**src/rtl/signed_add_arbiter.sv**
```systemverilog
// Round-robin sequencer that shares one external combinational signed adder among NREQ requesters.
// Optional macro SIGNED_ADD_SAT_EN clamps overflowing sums instead of wrapping them.
module signed_add_arbiter #(
  parameter int WIDTH = 4,
  parameter int NREQ  = 4,
  parameter int IDW   = 2
) (
  input  logic                  clk,
  input  logic                  rst,
  input  logic [NREQ-1:0]       req_valid,
  output logic [NREQ-1:0]       req_ready,
  input  logic [NREQ*WIDTH-1:0] req_a,
  input  logic [NREQ*WIDTH-1:0] req_b,
  output logic [WIDTH-1:0]      add_a,
  output logic [WIDTH-1:0]      add_b,
  input  logic [WIDTH-1:0]      add_sum,
  output logic                  rsp_valid,
  input  logic                  rsp_ready,
  output logic [IDW-1:0]        rsp_id,
  output logic [WIDTH-1:0]      rsp_sum,
  output logic                  rsp_ovf
);

  typedef enum logic [1:0] {IDLE, GRANT, EXEC, RESP} state_t;

  state_t                  state_q;
  logic [IDW-1:0]          grant_q;
  logic [IDW-1:0]          last_grant_q;
  logic [NREQ-1:0]         req_ready_q;
  logic signed [WIDTH-1:0] add_a_q;
  logic signed [WIDTH-1:0] add_b_q;
  logic                    rsp_valid_q;
  logic [IDW-1:0]          rsp_id_q;
  logic signed [WIDTH-1:0] rsp_sum_q;
  logic                    rsp_ovf_q;

  logic [IDW-1:0]          winner_d;
  logic [IDW-1:0]          cand;
  logic                    any_d;
  logic signed [WIDTH-1:0] sum_raw;
  logic signed [WIDTH-1:0] sum_d;
  logic                    ovf_d;

  function automatic logic ovf_f(input logic signed [WIDTH-1:0] a,
                                 input logic signed [WIDTH-1:0] b,
                                 input logic signed [WIDTH-1:0] s);
    return (a[WIDTH-1] == b[WIDTH-1]) && (s[WIDTH-1] != a[WIDTH-1]);
  endfunction

`ifdef SIGNED_ADD_SAT_EN
  // Overflow only happens with equal operand signs, so a's sign picks the rail.
  function automatic logic signed [WIDTH-1:0] sat_f(input logic signed [WIDTH-1:0] a,
                                                    input logic signed [WIDTH-1:0] s,
                                                    input logic                    ovf);
    if (!ovf) return s;
    return a[WIDTH-1] ? {1'b1, {(WIDTH-1){1'b0}}} : {1'b0, {(WIDTH-1){1'b1}}};
  endfunction
`endif

  assign sum_raw = add_sum;
  assign ovf_d   = ovf_f(add_a_q, add_b_q, sum_raw);
`ifdef SIGNED_ADD_SAT_EN
  assign sum_d   = sat_f(add_a_q, sum_raw, ovf_d);
`else
  assign sum_d   = sum_raw;
`endif

  // Search starts one past the previous winner so every valid requester gets a turn.
  always_comb begin
    winner_d = last_grant_q;
    any_d    = 1'b0;
    cand     = '0;
    for (int k = 1; k <= NREQ; k++) begin
      cand = IDW'((int'(last_grant_q) + k) % NREQ);
      if (!any_d && req_valid[cand]) begin
        winner_d = cand;
        any_d    = 1'b1;
      end
    end
  end

  always_ff @(posedge clk) begin
    if (rst) begin
      state_q      <= IDLE;
      grant_q      <= '0;
      last_grant_q <= IDW'(NREQ - 1);
      req_ready_q  <= '0;
      add_a_q      <= '0;
      add_b_q      <= '0;
      rsp_valid_q  <= 1'b0;
      rsp_id_q     <= '0;
      rsp_sum_q    <= '0;
      rsp_ovf_q    <= 1'b0;
    end else begin
      case (state_q)
        IDLE: begin
          if (any_d) begin
            grant_q     <= winner_d;
            req_ready_q <= NREQ'(1) << winner_d;
            state_q     <= GRANT;
          end
        end
        GRANT: begin
          add_a_q      <= req_a[int'(grant_q)*WIDTH +: WIDTH];
          add_b_q      <= req_b[int'(grant_q)*WIDTH +: WIDTH];
          rsp_id_q     <= grant_q;
          last_grant_q <= grant_q;
          req_ready_q  <= '0;
          state_q      <= EXEC;
        end
        EXEC: begin
          rsp_sum_q   <= sum_d;
          rsp_ovf_q   <= ovf_d;
          rsp_valid_q <= 1'b1;
          state_q     <= RESP;
        end
        RESP: begin
          if (rsp_valid_q && rsp_ready) begin
            rsp_valid_q <= 1'b0;
            state_q     <= IDLE;
          end
        end
        default: state_q <= IDLE;
      endcase
    end
  end

  assign req_ready = req_ready_q;
  assign add_a     = add_a_q;
  assign add_b     = add_b_q;
  assign rsp_valid = rsp_valid_q;
  assign rsp_id    = rsp_id_q;
  assign rsp_sum   = rsp_sum_q;
  assign rsp_ovf   = rsp_ovf_q;

endmodule

```
**config.mk**
```make
export PLATFORM = sky130hd
export DESIGN_NAME = signed_add_arbiter
export DESIGN_NICKNAME = d
export VERILOG_FILES = /design/src/rtl/signed_add_arbiter.sv
export SDC_FILE = /design/constraint.sdc
export NUM_CORES = 1
export LEC_CHECK = 0
export ABC_AREA = 1
export CAP_MARGIN = 20
export CORE_MARGIN = 10
export CORE_UTILIZATION = 44
export DETAILED_ROUTE_END_ITERATION = 16
export GPL_ROUTABILITY_DRIVEN = 0
export PLACE_DENSITY = 0.8
export SYNTH_ARGS = -nofsm -noshare
export SYNTH_HDL_FRONTEND = slang
export SYNTH_SLANG_ARGS = --single-unit
```
**constraint.sdc**
```tcl
create_clock -name clk -period 2.2 [get_ports clk]
set_clock_uncertainty 0.1 [all_clocks]
set_input_delay 0.44 -clock clk [delete_from_list [all_inputs] [get_ports clk]]
set_output_delay 0.44 -clock clk [all_outputs]
set_load 0.005 [all_outputs]
```
# --- Word-level counts from Yosys, hierarchy flattened ---
# Index checks and enable logic that the tools add are counted.
# Widths: inputs -> output; s select.
totals:
  in_bits: 43
  word_cells: 66
  output_inout_bits: 20
  ff_bits: 26
classes:
  magnitude_cmp: 4
  eq_ne: 7
  reduce_logical: 15
  n_shift: 3
  add_sub_neg: 4
  mux: 23
op_table:
  columns: ["operator", "count"]
  rows:
  - ["$shiftx 16x5->4", 2]
  - ["$lt 2x3->1 const B", 4]
  - ["$mux 2", 6]
  - ["$mux 1", 9]
  - ["$bmux 1 s2", 4]
  - ["$pmux 2 s4", 1]
  - ["$pmux 4 s2", 1]
  - ["$reduce_and 2->1", 4]
  - ["$logic_and 1x1->1", 5]
  - ["$add 2x1->2 const B", 2]
  - ["$add 2x2->2 const B", 2]
  - ["$eq 2x2->1 const B", 2]
  - ["$mux 4", 1]
  - ["$ne 2x2->1 const B", 2]
  - ["$reduce_bool 2->1", 2]
  - ["$shl 1x2->4 const A", 1]
  - ["$logic_not 1->1", 3]
  - ["$eq 2x1->1 const B", 1]
  - ["$logic_not 2->1", 1]
  - ["$pmux 1 s2", 1]
  - ["$eq 1x1->1", 1]
  - ["$ne 1x1->1", 1]

# --- Depth between registers and ports, before layout ---
# Gate-level depths: netlist (run 1).
depth:
  ltp_word: 16
  depth_mapped: 13
  mapped_depth_nobuf: 12

# --- Worst setup path before layout (run 1) ---
# Ideal clock, no wire load.
synth_timing:
  path_type: "register -> register"
  from: "register last_grant_q[0]"
  to: "register grant_q[1]"
  t_arrival_ns: 1.300
  t_required_ns: 1.984
  path_stages_with_launch: 13
  setup_ns: 0.116
  period_less_slack_ns: 1.517
  slack_ns: 0.683
  path_buffers: 1
  cell_sequence: "dfxtp_1 > buf_6 > inv_8 > nand2_1 > nand2_4 > nand2_4 > nand2_4 > nor2_8 > nand3_2 > nand2_2 > inv_2 > o21ai_1 > a21oi_1"
synth_via:
  elab_chain_cells: 14
  word_cells_on_any_way: 27
  cone_classes: "add/sub: 4; mux: 16; reduce/logical: 7"
synth_rtl:
  columns: ["item", "line_no", "rtl"]
  rows:
  - ["from (decl)", "28", "logic [IDW-1:0] last_grant_q;"]
  - ["from (signal assigned)", "86", "last_grant_q <= IDW'(NREQ - 1);"]
  - ["from (signal assigned)", "107", "last_grant_q <= grant_q;"]
  - ["$add 2x1->2", "74", "cand = IDW'((int'(last_grant_q) + k) % NREQ);"]
  - ["$bmux 1 s2", "75", "if (!any_d && req_valid[cand]) begin"]
  - ["$mux 1 (not written as such)", "75", null]
  - ["$mux 1", "75", null]
  - ["$logic_not 1->1", "75", null]
  - ["$logic_and 1x1->1", "75", null]
  - ["$mux 1", "75", null]
  - ["$logic_not 1->1", "75", null]
  - ["$logic_and 1x1->1", "75", null]
  - ["$mux 1", "75", null]
  - ["$logic_not 1->1", "75", null]
  - ["$logic_and 1x1->1", "75", null]
  - ["$mux 1", "75", null]
  - ["$reduce_and 2->1 (no line)", null, null]
  - ["to (signal assigned)", "98", "grant_q <= winner_d;"]
  - ["to (decl)", "27", "logic [IDW-1:0] grant_q;"]
# Parallel ways exist; a longest one is shown, timed or not. The select of a mux whose other input is x is not followed.
# A chain may end at the register's enable or synchronous reset.

# --- Worst setup path after layout (run 1) ---
layout_timing:
  from: "register last_grant_q[0]"
  to: "register grant_q[0]"
# Same word-level chain as after synthesis.

==> flow_metrics.py, run 1 <==
metrics = {
    "synthesis": {
        "syn_avg_cell_area_sq_um": 7.171,
        "synth-simple-area-share": 0.3210,
        "synth_edf_count": 0,
        "yosysWarnings": 0,
        "synth_common_cells": "nand2_1, dfxtp_1, nor2_1, o21ai_0, inv_1",
        "ys_seq_area_frac": 0.3142,
        "synth.mux.area_fraction": 0.03625,
        "synth_compound_area_frac": 0.2039,
        "netlist-cell-type-count": 32,
        "ys_ff_latch": 26,
        "synth_xor_area_frac": 0,
        "async_flop_share": 0,
        "ys.flop_type": "dfxtp_1",
        "synthMostInstantiatedCell": "nand2_1",
        "synthTopCellsByArea": "dfxtp_1, nand2_1, o21ai_0",
        "synthCells": 231,
        "synth_top_family_by_area": "simple AND/OR/NAND/NOR gates",
        "synth_nets": 279,
        "synth_fa_ha_area_frac": 0.03776,
        "syn-cell-area_sq_um": 1657,
        "synth_area_leader_cell": "dfxtp_1",
        "synth_top_area_frac": 0.3142,
    },
    "routing": {
        "avgRoutedWirePerCell_um": 12.85,
        "drt-total-wl_um": 4383,
        "via_per_inst": 4.977,
        "postRouteAntennaNets": 0,
        "drcViolationCount": 0,
        "route.vias.total": 1697,
        "drt_iter0_drc": 73,
        "drt_first_pass_iters": 4,
    },
    "global_routing": {
        "grt_pass1_vias": 1687,
        "grt_usage": 0.1320,
        "grt_max_degree": 19,
        "grt_pass1_wl_um": 7169,
        "grt_antenna_before_repair": 0,
        "grt_overflow_total": 0,
    },
    "clocking": {
        "clockBufferDepth": 2,
        "cts_setup_buffers": 0,
        "ctsHoldBuffers": 0,
        "cts-resized-gates": 0,
        "worstSkewPairLatency_ns": 0.27,
        "cts_tree": "built",
        "htree_levels": 1,
        "cts-buffers-inserted": 3,
        "root_buffer": "clkbuf_8",
        "cts.clk_slew.worst_paths_ns": 0.09,
        "clock-sinks": 26,
    },
    "min_path": {
        "min_to": "rsp_id[0]",
        "hold_path_depth": 2,
        "worstHoldStart": "rsp_id[0]",
        "hold_class": "reg -> reg",
    },
    "timing": {
        "timing.fmax_mhz": 518.9,
        "final-max-slew-violation-count": 0,
        "period_minus_slack_ns": 1.927,
        "rsz0062_at_grt": "false",
        "worst_slew_pin_slew_ns": 0.5381,
        "maxSlewHeadroom": 0.6408,
        "final-hold-violation-count": 0,
        "setup_violations": 0,
        "setup_tns_ns": 0,
        "whs_ns": 0.3819,
        "fin_crit_sh": 0.8760,
    },
    "layout": {
        "finalCoreUtilization": 0.6555,
        "multi_input_area_sq_um": 992.2,
        "fillers": 332,
        "num_antenna_cells": 0,
        "layout-drive-gt1-share": 0.1331,
        "area_growth_pct": 44.86,
        "regArea_sq_um": 520.5,
        "nets": 342,
    },
    "setup_path": {
        "r2r-start": "last_grant_q[0]",
        "max_stage_delay_ns": 0.67,
        "crit_path_cell_trace": "inv_8 -> nand2_1 -> nand2_2 -> inv_2 -> nand2_1 -> o21ai_1 -> nand3_2 -> nand2_2 -> inv_2 -> o21ai_1 -> a21oi_1",
        "cp_slowest_cell": "dfxtp_1",
        "r2r-end": "grant_q[0]",
        "crit_start": "last_grant_q[0]",
        "r2r_slack_ns": 0.27,
        "arrival_ns": 1.99,
        "cp-start-kind": "flip-flop",
        "r2r_cells": 11,
        "cp.required_ns": 2.27,
        "cp_max_fo": 10,
        "setup.worst_path.end_class": "flip-flop",
        "path_class": "reg -> reg",
    },
    "die": {
        "die_y_um": 81.36,
        "rows": 22,
        "io_pins": 63,
        "die_w_um": 81.36,
        "core_sq_um": 3661,
        "die_area_sq_um": 6619,
        "start_util": 0.4525,
    },
    "power": {
        "power_leakage_nw": 1.058,
        "irDropWorstVdd_v": 0.0005664,
        "p_per_area_nw_per_um2": 1264,
    },
    "status": {
        "status": "finished clean",
    },
    "flow_run": {
        "max_cap_viol_count": 0,
    },
    "placed_design": {
        "hpwl_um": 3618,
        "io_buffers": 62,
    },
}
## report_power, final
group,internal [mW],switching [mW],leakage (nW)
sequential,0.653,0.173,0.214
combinational,0.814,0.990,0.809
clock,0.243,0.158,0.0357
## state kept, by name, summed over array words and instances, names as in the netlist
register      cells
rsp_sum           4
state_q           2
last_grant_q      2
rsp_ovf           1
req_ready         4
add_b             4
grant_q           2
add_a             4
rsp_valid         1
rsp_id            2
## cells in the final DEF, fill, tap and decap left out, drive strengths merged
cell type	count
a21oi	14
a221oi	1
buf	4
bufinv	1
clkbuf	3
clkdlybuf4s50	62
clkinv	1
dfxtp	26
ha	5
inv	25
mux2i	6
nand2	59
nand3	16
nand4	1
nor2	27
o211ai	2
o21ai	28
o21bai	1
o221ai	6
o32ai	2
or2	3
## metrics by stage
| stage | instance area [sq um] | total power [mW] | std cells | worst slack [ns] |
|---|---|---|---|---|
| after floorplan | 1657 | 2.039 | 231 | 0.6834 |
| after global placement | 2328 | 2.615 | 337 | 0.09041 |
| after detailed placement | 2328 | 2.648 | 337 | 0.1020 |
| after CTS | 2400 | 3.050 | 341 | 0.2912 |
| after global routing | 2400 | 3.296 | 341 | 0.1224 |
| final | 2400 | 3.032 | 341 | 0.2728 |
## worst max-delay path, delay by kind of cell (launching register included)
| kind | cells | cell delay (ns) |
|---|---|---|
| and+or+nand+nor | 5 | 0.51 |
| AOI/OAI and AO/OA | 3 | 0.30 |
| DFF | 1 | 0.67 |
| buffers and inverters | 3 | 0.24 |
## cell families after synthesis
group	Yosys count
simple gates	106
compound gates	54
buf+inv	34
flops	26
mux	6
fa+ha+maj	5
## layer usage
| layer | up-vias | routed length [um] | GRT usage |
|---|---|---|---|
| met2 | 48 | 2024 | 0.2291 |
| met5 | - | 0 | 0 |
| met1 | 762 | 1857 | 0.1352 |
| met4 | 0 | 17 | 0.02941 |
| met3 | 2 | 485 | 0.07506 |
| li1 | 885 | - | - |
## worst max path at each step
stage | endpoint | cells after the start
global route | grant_q[1] | 11
CTS | req_ready[2] | 12
detailed placement | req_ready[2] | 12
floorplan | grant_q[1] | 12
global placement | grant_q[1] | 11
finish | grant_q[0] | 11
## layout make-up
class | instances | area share
Clock inverter | 1 | 0.01251
Timing Repair Buffer | 66 | 0.2711
Sequential cell | 26 | 0.2169
Tap cell | 48 | 0.02503
Inverter | 26 | 0.04380
Multi-Input combinational cell | 171 | 0.4135
Clock buffer | 3 | 0.01721
No activity file was read; power rests on OpenSTA's default activity.
==> inputs of run 2 (changes only) <==
GPL_TIMING_DRIVEN = 0   (was default)
==> flow_metrics.py, run 2 (synthesis results as in run 1) <==
metrics = {
    "status": {
        "status": "finished clean",
    },
    "timing": {
        "setup_ws_ns": 0.3727,
        "final-max-slew-violation-count": 0,
        "setup_tns_ns": 0,
        "worst_slew_pin_slew_ns": 0.5839,
        "rsz0062_at_grt": "false",
        "fin_crit_sh": 0.8306,
        "whs_ns": 0.3664,
        "final-hold-violation-count": 0,
        "setup_violations": 0,
        "timing.fmax_mhz": 547.3,
        "maxSlewHeadroom": 0.6107,
        "period_minus_slack_ns": 1.827,
    },
    "layout": {
        "final_cell_mix": "clkdlybuf4s50_1, nand2_1, dfxtp_1",
        "layout-drive-gt1-share": 0.1246,
        "nets": 346,
        "num_antenna_cells": 0,
        "final_common_cell": "clkdlybuf4s50_1",
        "area_growth_pct": 45.39,
    },
    "die": {
        "die_w_um": 81.36,
        "start_util": 0.4525,
        "core_sq_um": 3661,
        "rows": 22,
        "die_area_sq_um": 6619,
        "die_y_um": 81.36,
        "io_pins": 63,
    },
    "routing": {
        "drcViolationCount": 0,
        "avgRoutedWirePerCell_um": 12.96,
        "drt_first_pass_iters": 5,
        "drt-total-wl_um": 4470,
        "via_per_inst": 5.000,
        "postRouteAntennaNets": 0,
        "route.vias.total": 1725,
        "drt_iter0_drc": 95,
    },
    "global_routing": {
        "grt_overflow_total": 0,
        "grt_antenna_before_repair": 0,
        "grt_pass1_wl_um": 7362,
        "grt_usage": 0.1372,
        "grt-busiest-layer": "met2",
        "use_met3": 0.07616,
        "use_met2": 0.2196,
        "grt_max_degree": 16,
        "grt_pass1_vias": 1659,
        "grt_util_met1": 0.1557,
    },
    "power": {
        "irDropWorstVdd_v": 0.0005067,
        "p_per_area_nw_per_um2": 1262,
        "power_leakage_nw": 1.057,
    },
    "placed_design": {
        "hpwl_um": 3686,
        "io_buffers": 62,
        "pre_cts_slack_ns": 0.08434,
    },
    "setup_path": {
        "path_class": "in -> reg",
        "crit_path_cell_trace": "clkdlybuf4s50_1 -> nand2_4 -> nand2_1 -> o21ai_0 -> nand3_2 -> nand2_2 -> inv_2 -> o21ai_1 -> a21oi_1",
        "cp_max_fo": 5,
        "setup.worst_path.end_class": "flip-flop",
        "arrival_ns": 1.90,
        "cp_slowest_cell": "clkdlybuf4s50_1",
        "max_stage_delay_ns": 0.46,
        "cp-start-kind": "input port",
        "cp.required_ns": 2.27,
    },
    "clocking": {
        "htree_levels": 1,
        "cts_tree": "built",
        "worstSkewPairLatency_ns": 0.27,
        "cts.clk_slew.worst_paths_ns": 0.10,
        "clock-sinks": 26,
        "cts-buffers-inserted": 3,
        "cts_setup_buffers": 0,
        "root_buffer": "clkbuf_8",
        "ctsHoldBuffers": 0,
        "cts-resized-gates": 0,
        "clockBufferDepth": 2,
    },
    "flow_run": {
        "max_cap_viol_count": 0,
    },
    "min_path": {
        "hold_class": "reg -> reg",
    },
}
==> run 2: layout make-up <==
| type | count | area [sq um] |
|---|---|---|
| Inverter | 26 | 105.1 |
| Fill cell | 327 | 1252 |
| Sequential cell | 26 | 520.5 |
| Buffer | 8 | 38.79 |
| Clock inverter | 1 | 30.03 |
| Tap cell | 48 | 60.06 |
| Timing Repair Buffer | 62 | 620.6 |
| Multi-Input combinational cell | 171 | 992.2 |
| Clock buffer | 3 | 41.29 |
==> run 2: layer usage <==
metal  wire length (um)  part of all wire  vias to the layer above
met4                 38            0.0085                        0
li1                   -                 -                      897
met2               2026              0.45                       59
met5                  0                 0                        -
met1               1886              0.42                      765
met3                519              0.12                        4
==> run 2: power by group <==
group / switching (mW) / leakage, nW / total [mW] / internal (mW)
Clock: 0.156 / 0.0357 / 0.400 / 0.243
Combinational: 1.06 / 0.807 / 1.88 / 0.817
Sequential: 0.108 / 0.214 / 0.761 / 0.653
==> run 2: worst paths after layout <==
check / startpoint / to / slack (ns) / depth (start not counted)
setup / recovery: req_valid[2] / grant_q[1] / 0.37 / 9
hold / removal: rsp_id[0] / rsp_id[0] / 0.37 / 2
setup reg to reg: state_q[1] / req_ready[2] / 0.47 / 6
hold reg to reg: rsp_id[0] / rsp_id[0] / 0.37 / 2
==> run 2: metrics by stage <==
step / instances / instance area (sq um) / utilization / total power, mW
detailed placement: 341 / 2337 / 0.6384 / 2.651
finish: 345 / 2409 / 0.6579 / 3.041
global route: 345 / 2409 / 0.6579 / 3.323
global placement: 341 / 2337 / 0.6384 / 2.616
CTS: 345 / 2409 / 0.6579 / 3.061
floorplan: 231 / 1657 / - / 2.039
==> run 2: critical path: cells and delay by family <==
| family | cells | cell delay [ns] |
|---|---|---|
| compound gates | 3 | 0.49 |
| buf+inv | 2 | 0.53 |
| simple gates | 4 | 0.44 |
